**src/rtl/load_store_unit.sv**
```systemverilog
// RV32I load/store unit: decodes core accesses into lane-aligned word requests
// for a simple req/ack memory, then returns extended load data or an error.
module load_store_unit #(
    parameter int TIMEOUT = 16
) (
    input  logic        clk,
    input  logic        rst_n,
    input  logic        req_valid,
    output logic        req_ready,
    input  logic        req_we,
    input  logic [2:0]  funct3,
    input  logic [31:0] addr,
    input  logic [31:0] wdata,
    output logic        resp_valid,
    output logic        resp_err,
    output logic [31:0] rdata,
    output logic        mem_req,
    output logic        mem_we,
    output logic [31:0] mem_addr,
    output logic [3:0]  mem_be,
    output logic [31:0] mem_wdata,
    input  logic        mem_ack,
    input  logic [31:0] mem_rdata
);

    typedef enum logic [1:0] {IDLE, BUSY, RESP} state_t;

    localparam int CW = $clog2(TIMEOUT + 1);

    state_t        state;
    logic [CW-1:0] busy_cnt;
    logic          lat_we;
    logic [2:0]    lat_funct3;
    logic [1:0]    lat_off;

    logic          req_legal;
    logic [3:0]    be_next;
    logic [31:0]   wdata_next;
    logic [31:0]   shifted;
    logic [7:0]    lane_byte;
    logic [15:0]   lane_half;
    logic [31:0]   load_data;

    assign req_ready = (state == IDLE);

    // Legality, byte enables and lane replication for the access on the request port
    always_comb begin
        req_legal = 1'b0;
        unique case (funct3)
            3'b000:  req_legal = 1'b1;
            3'b001:  req_legal = ~addr[0];
            3'b010:  req_legal = (addr[1:0] == 2'b00);
            3'b100:  req_legal = ~req_we;
            3'b101:  req_legal = ~req_we & ~addr[0];
            default: req_legal = 1'b0;
        endcase

        be_next    = 4'b1111;
        wdata_next = wdata;
        unique case (funct3[1:0])
            2'b00: begin
                be_next    = 4'b0001 << addr[1:0];
                wdata_next = {4{wdata[7:0]}};
            end
            2'b01: begin
                be_next    = addr[1] ? 4'b1100 : 4'b0011;
                wdata_next = {2{wdata[15:0]}};
            end
            default: begin
                be_next    = 4'b1111;
                wdata_next = wdata;
            end
        endcase
    end

    // Pick the addressed lane out of the returned word and extend it
    always_comb begin
        shifted   = mem_rdata >> {lat_off, 3'b000};
        lane_byte = shifted[7:0];
        lane_half = lat_off[1] ? mem_rdata[31:16] : mem_rdata[15:0];
        load_data = '0;
        unique case (lat_funct3)
            3'b000:  load_data = {{24{lane_byte[7]}}, lane_byte};
            3'b100:  load_data = {24'b0, lane_byte};
            3'b001:  load_data = {{16{lane_half[15]}}, lane_half};
            3'b101:  load_data = {16'b0, lane_half};
            3'b010:  load_data = mem_rdata;
            default: load_data = '0;
        endcase
        if (lat_we) begin
            load_data = '0;
        end
    end

    always_ff @(posedge clk or negedge rst_n) begin
        if (!rst_n) begin
            state      <= IDLE;
            busy_cnt   <= '0;
            lat_we     <= 1'b0;
            lat_funct3 <= 3'b000;
            lat_off    <= 2'b00;
            resp_valid <= 1'b0;
            resp_err   <= 1'b0;
            rdata      <= '0;
            mem_req    <= 1'b0;
            mem_we     <= 1'b0;
            mem_addr   <= '0;
            mem_be     <= 4'b0000;
            mem_wdata  <= '0;
        end else begin
            unique case (state)
                IDLE: begin
                    resp_valid <= 1'b0;
                    resp_err   <= 1'b0;
                    rdata      <= '0;
                    if (req_valid) begin
                        lat_we     <= req_we;
                        lat_funct3 <= funct3;
                        lat_off    <= addr[1:0];
                        busy_cnt   <= '0;
                        if (req_legal) begin
                            state     <= BUSY;
                            mem_req   <= 1'b1;
                            mem_we    <= req_we;
                            mem_addr  <= {addr[31:2], 2'b00};
                            mem_be    <= be_next;
                            mem_wdata <= wdata_next;
                        end else begin
                            state      <= RESP;
                            resp_valid <= 1'b1;
                            resp_err   <= 1'b1;
                        end
                    end
                end
                // Ack wins over a timeout that expires on the same edge
                BUSY: begin
                    if (mem_ack) begin
                        state      <= RESP;
                        mem_req    <= 1'b0;
                        resp_valid <= 1'b1;
                        resp_err   <= 1'b0;
                        rdata      <= load_data;
                    end else if (busy_cnt == CW'(TIMEOUT - 1)) begin
                        state      <= RESP;
                        mem_req    <= 1'b0;
                        resp_valid <= 1'b1;
                        resp_err   <= 1'b1;
                        rdata      <= '0;
                    end else begin
                        busy_cnt <= busy_cnt + CW'(1);
                    end
                end
                RESP: begin
                    state      <= IDLE;
                    resp_valid <= 1'b0;
                    resp_err   <= 1'b0;
                    rdata      <= '0;
                end
                default: state <= IDLE;
            endcase
        end
    end

endmodule

```
**config.mk**
```make
export PLATFORM = sky130hd
export DESIGN_NAME = load_store_unit
export DESIGN_NICKNAME = d
export VERILOG_FILES = /design/src/rtl/load_store_unit.sv
export SDC_FILE = /design/constraint.sdc
export NUM_CORES = 1
export LEC_CHECK = 0
export BUFFER_PORTS_ARGS = -buffer_cell sky130_fd_sc_hd__buf_2
export CAP_MARGIN = 20
export CORE_MARGIN = 1.5
export CORE_UTILIZATION = 49
export DETAILED_ROUTE_END_ITERATION = 10
export PLACE_DENSITY = 0.8
export SLEW_MARGIN = 5
export SYNTH_ARGS = -nofsm -noshare
export SYNTH_HDL_FRONTEND = slang
export SYNTH_SLANG_ARGS = --single-unit
```
**constraint.sdc**
```tcl
create_clock -name clk -period 2.5 [get_ports clk]
set_input_delay 0.375 -clock clk [delete_from_list [all_inputs] [get_ports clk]]
set_output_delay 0.375 -clock clk [all_outputs]
set_load 0.01 [all_outputs]
```
==> results.py <==
metrics = {
    "run_status": {
        "status": "complete, no violations",
    },
    "floorplanning": {
        "io_pins": 209,
        "num_rows": 37,
        "die_w_um": 107,
        "fp.dieH_um": 107,
        "core_sq_mm": 0.0104,
        "start_util": 0.510,
        "die_area_sq_mm": 0.0115,
    },
    "timing": {
        "report.final.slew_viol_count": 0,
        "rsz0062_at_grt": "false",
        "setup_violations": 0,
        "min_period_over_period": 0.912,
        "fmax_mhz": 439,
        "worstMarginPinSlew_ns": 0.691,
        "worst_slack_ns": 0.221,
        "fin_skew_ns": 0.00662,
        "timing.final.crit_period_ns": 2.28,
        "report.final.hold_viol_count": 0,
        "slew_headroom": 0.538,
        "tns_ns": 0,
    },
    "layout": {
        "nets": 770,
        "final_util": 0.679,
        "finalInstanceArea_sq_mm": 0.00707,
        "drive_gt1_frac": 0.475,
        "n_fill_cell": 826,
        "area_delta_synth_final_pct": 33.1,
    },
    "global_routing": {
        "grt_pass1_vias": 4596,
        "gr-total-overflow": 0,
        "use_met1": 0.295,
        "grt_use_met3": 0.0863,
        "grt_busiest_layer": "met2",
        "antenna_found_initial": 0,
        "grt_pass1_wl_um": 22900,
        "grt_start_max_net_pins": 53,
        "grt_usage": 0.260,
        "met2_usage": 0.454,
    },
    "yosys": {
        "synth.ff_latch_count": 115,
        "ys_top_cells_by_count": "dfrtp_1 (115), o21ai_0 (52), nand2_1 (51)",
        "synth_top_area_frac": 0.541,
        "synth-seq-area-share": 0.541,
        "synth_area_leaders": "dfrtp_1 (54%), mux2_2 (8.3%), o21ai_0 (4.9%)",
        "yosys_warnings": 0,
        "synth.cell_area_sq_mm": 0.00532,
        "syn_avg_cell_area_sq_um": 11.9,
        "synth_edf_count": 0,
        "synthCells": 446,
        "synth_top_area_cell": "dfrtp_1",
        "ys.flop_type": "dfrtp_1",
        "synth.most_common_cell": "dfrtp_1",
        "yosysUniqueCellTypes": 46,
        "synth-async-reset-ratio": 1.00,
    },
    "routing": {
        "ant_nets": 0,
        "dr.pass1.iters": 5,
        "drt_iter0_markers": 245,
        "route.detailed.drc": 0,
        "drt_wl_total_um": 14300,
        "routedWlPerCell_um": 17.7,
        "avgViaCountPerCell": 5.51,
        "vias": 4462,
    },
    "critical_path": {
        "cp_common_cell": "ha_1",
        "timing.reg2reg.setup_slack_ns": 0.22,
        "cp_num_buf_inv": 1,
        "crit_arrival_ns": 2.74,
        "path_max_fanout": 32,
        "start_kind": "flip-flop",
        "slowest_stage": "or3b_1",
        "crit_type": "flip-flop to flip-flop",
        "worstPathCellList": "ha_1 -> and3_1 -> ha_1 -> or3b_1 -> o31ai_4 -> buf_4 -> a221o_1",
        "max_stage_delay_ns": 0.52,
        "critPathRequiredTime_ns": 2.96,
        "crit_family": "simple AND/OR/NAND/NOR gates",
        "end_kind": "flip-flop",
    },
    "power_and_ir_drop": {
        "power.density_mw_per_mm2": 1110,
        "p_leak_nw": 3.65,
        "ir_drop_mv": 0.651,
        "fin_total_pwr_w": 0.00784,
    },
    "clock_network": {
        "cts_tree": "yes",
        "cts-root-buf": "clkbuf_8",
        "cts_buffers": 17,
        "worstSkewPairLatency_ns": 0.52,
        "cts_max_level": 4,
        "cts_hold_buf": 1,
        "cts_sinks": 115,
        "cts.path.max_buffers": 2,
        "cts_setup_buffers": 0,
        "ctsResizeCount": 0,
        "clkTransAtPathRegs_ns": 0.06,
    },
    "run": {
        "drv_cap": 0,
    },
    "placement": {
        "dpl_cell_area_sq_mm": 0.00652,
        "gpl.final_weighted_congestion": 0.893,
        "hpwl_um": 10800,
        "pre_cts_ws_ns": 0.249,
        "portBuffers": 206,
    },
    "hold_path": {
        "hp-class": "input pin to flip-flop",
    },
}
-- per-layer routing --
layer | up-vias | wire, um
li1 | 2073 | -
met1 | 2149 | 5480
met2 | 219 | 7380
met3 | 21 | 1250
met4 | 0 | 204
met5 | - | 0
-- sequential cells by signal, indices dropped and copies added, names as in the netlist --
name and count:
mem_be 4, mem_we 1, resp_valid 1, mem_addr 30, rdata 32, mem_wdata 32, busy_cnt 5, resp_err 1
lat_off 2, lat_we 1, state 2, lat_funct3 3, mem_req 1
-- layout by cell type, fill, tap and decap left out, types with 3 or more instances in the layout --
cell type / n
mux2i_1: 25
a222oi_1: 8
mux2_4: 14
clkinv_4: 5
ha_1: 6
buf_4: 18
a21oi_1: 18
a221o_1: 16
nand2_1: 51
nor2_1: 17
o21ai_0: 52
clkbuf_16: 16
dfrtp_1: 115
nor2b_1: 3
inv_1: 5
mux2_2: 39
buf_2: 205
a221oi_1: 10
inv_6: 6
and3_1: 3
nand2b_1: 3
nor3b_1: 3
-- metrics by stage --
stage	cells	hold WS [ns]
3_5_place_dp	776	0.403
4_1_cts	809	0.0615
2_1_floorplan	447	0.0794
6_report	810	0.0790
5_1_grt	809	0.0619
3_3_place_gp	776	0.393
-- area by class of cell --
type / count / area (sq um) / share of cell area
antenna: 1 / 2.50 / 0.000354
inverter: 5 / 18.8 / 0.00265
timing repair buffer: 226 / 1210 / 0.171
tap: 136 / 170 / 0.0241
clock inverter: 15 / 125 / 0.0177
clock buffer: 17 / 414 / 0.0585
sequential: 115 / 2880 / 0.407
multi-input combinational: 295 / 2250 / 0.319
-- cells by family (layout without fill, tap and decap cells) --
logic type / after synthesis / in the layout / share of synthesized area
AO/OA/AOI/OAI: 117 / 117 / 0.153
flip-flops: 115 / 115 / 0.541
AND/OR/NAND/NOR: 91 / 91 / 0.0803
multiplexers: 79 / 79 / 0.173
buffers and inverters: 37 / 263 / 0.0370
adder cells (fa/ha/maj): 6 / 6 / 0.0141
other: 1 / 3 / 0.000705
-- where the power goes --
group / leakage (nW) / total (W) / internal (W) / switching (W)
combinational: 1.92 / 0.00274 / 0.00130 / 0.00143
sequential: 1.46 / 0.00292 / 0.00251 / 0.000414
clock: 0.266 / 0.00218 / 0.00124 / 0.000937
-- worst paths after layout --
check / startpoint / depth (start not counted) / endpoint
max: busy_cnt[0]$_DFFE_PN0P_ / 7 / rdata[19]$_DFFE_PN0P_
min: addr[10] / 2 / mem_addr[10]$_DFFE_PN0P_
max reg2reg: busy_cnt[0]$_DFFE_PN0P_ / 7 / rdata[19]$_DFFE_PN0P_
min reg2reg: mem_wdata[21]$_DFFE_PN0P_ / 2 / mem_wdata[21]$_DFFE_PN0P_
max in group asynchronous: rst_n / 3 / mem_addr[18]$_DFFE_PN0P_
min in group asynchronous: rst_n / 2 / rdata[5]$_DFFE_PN0P_
Power figures use the tool's default switching activity.
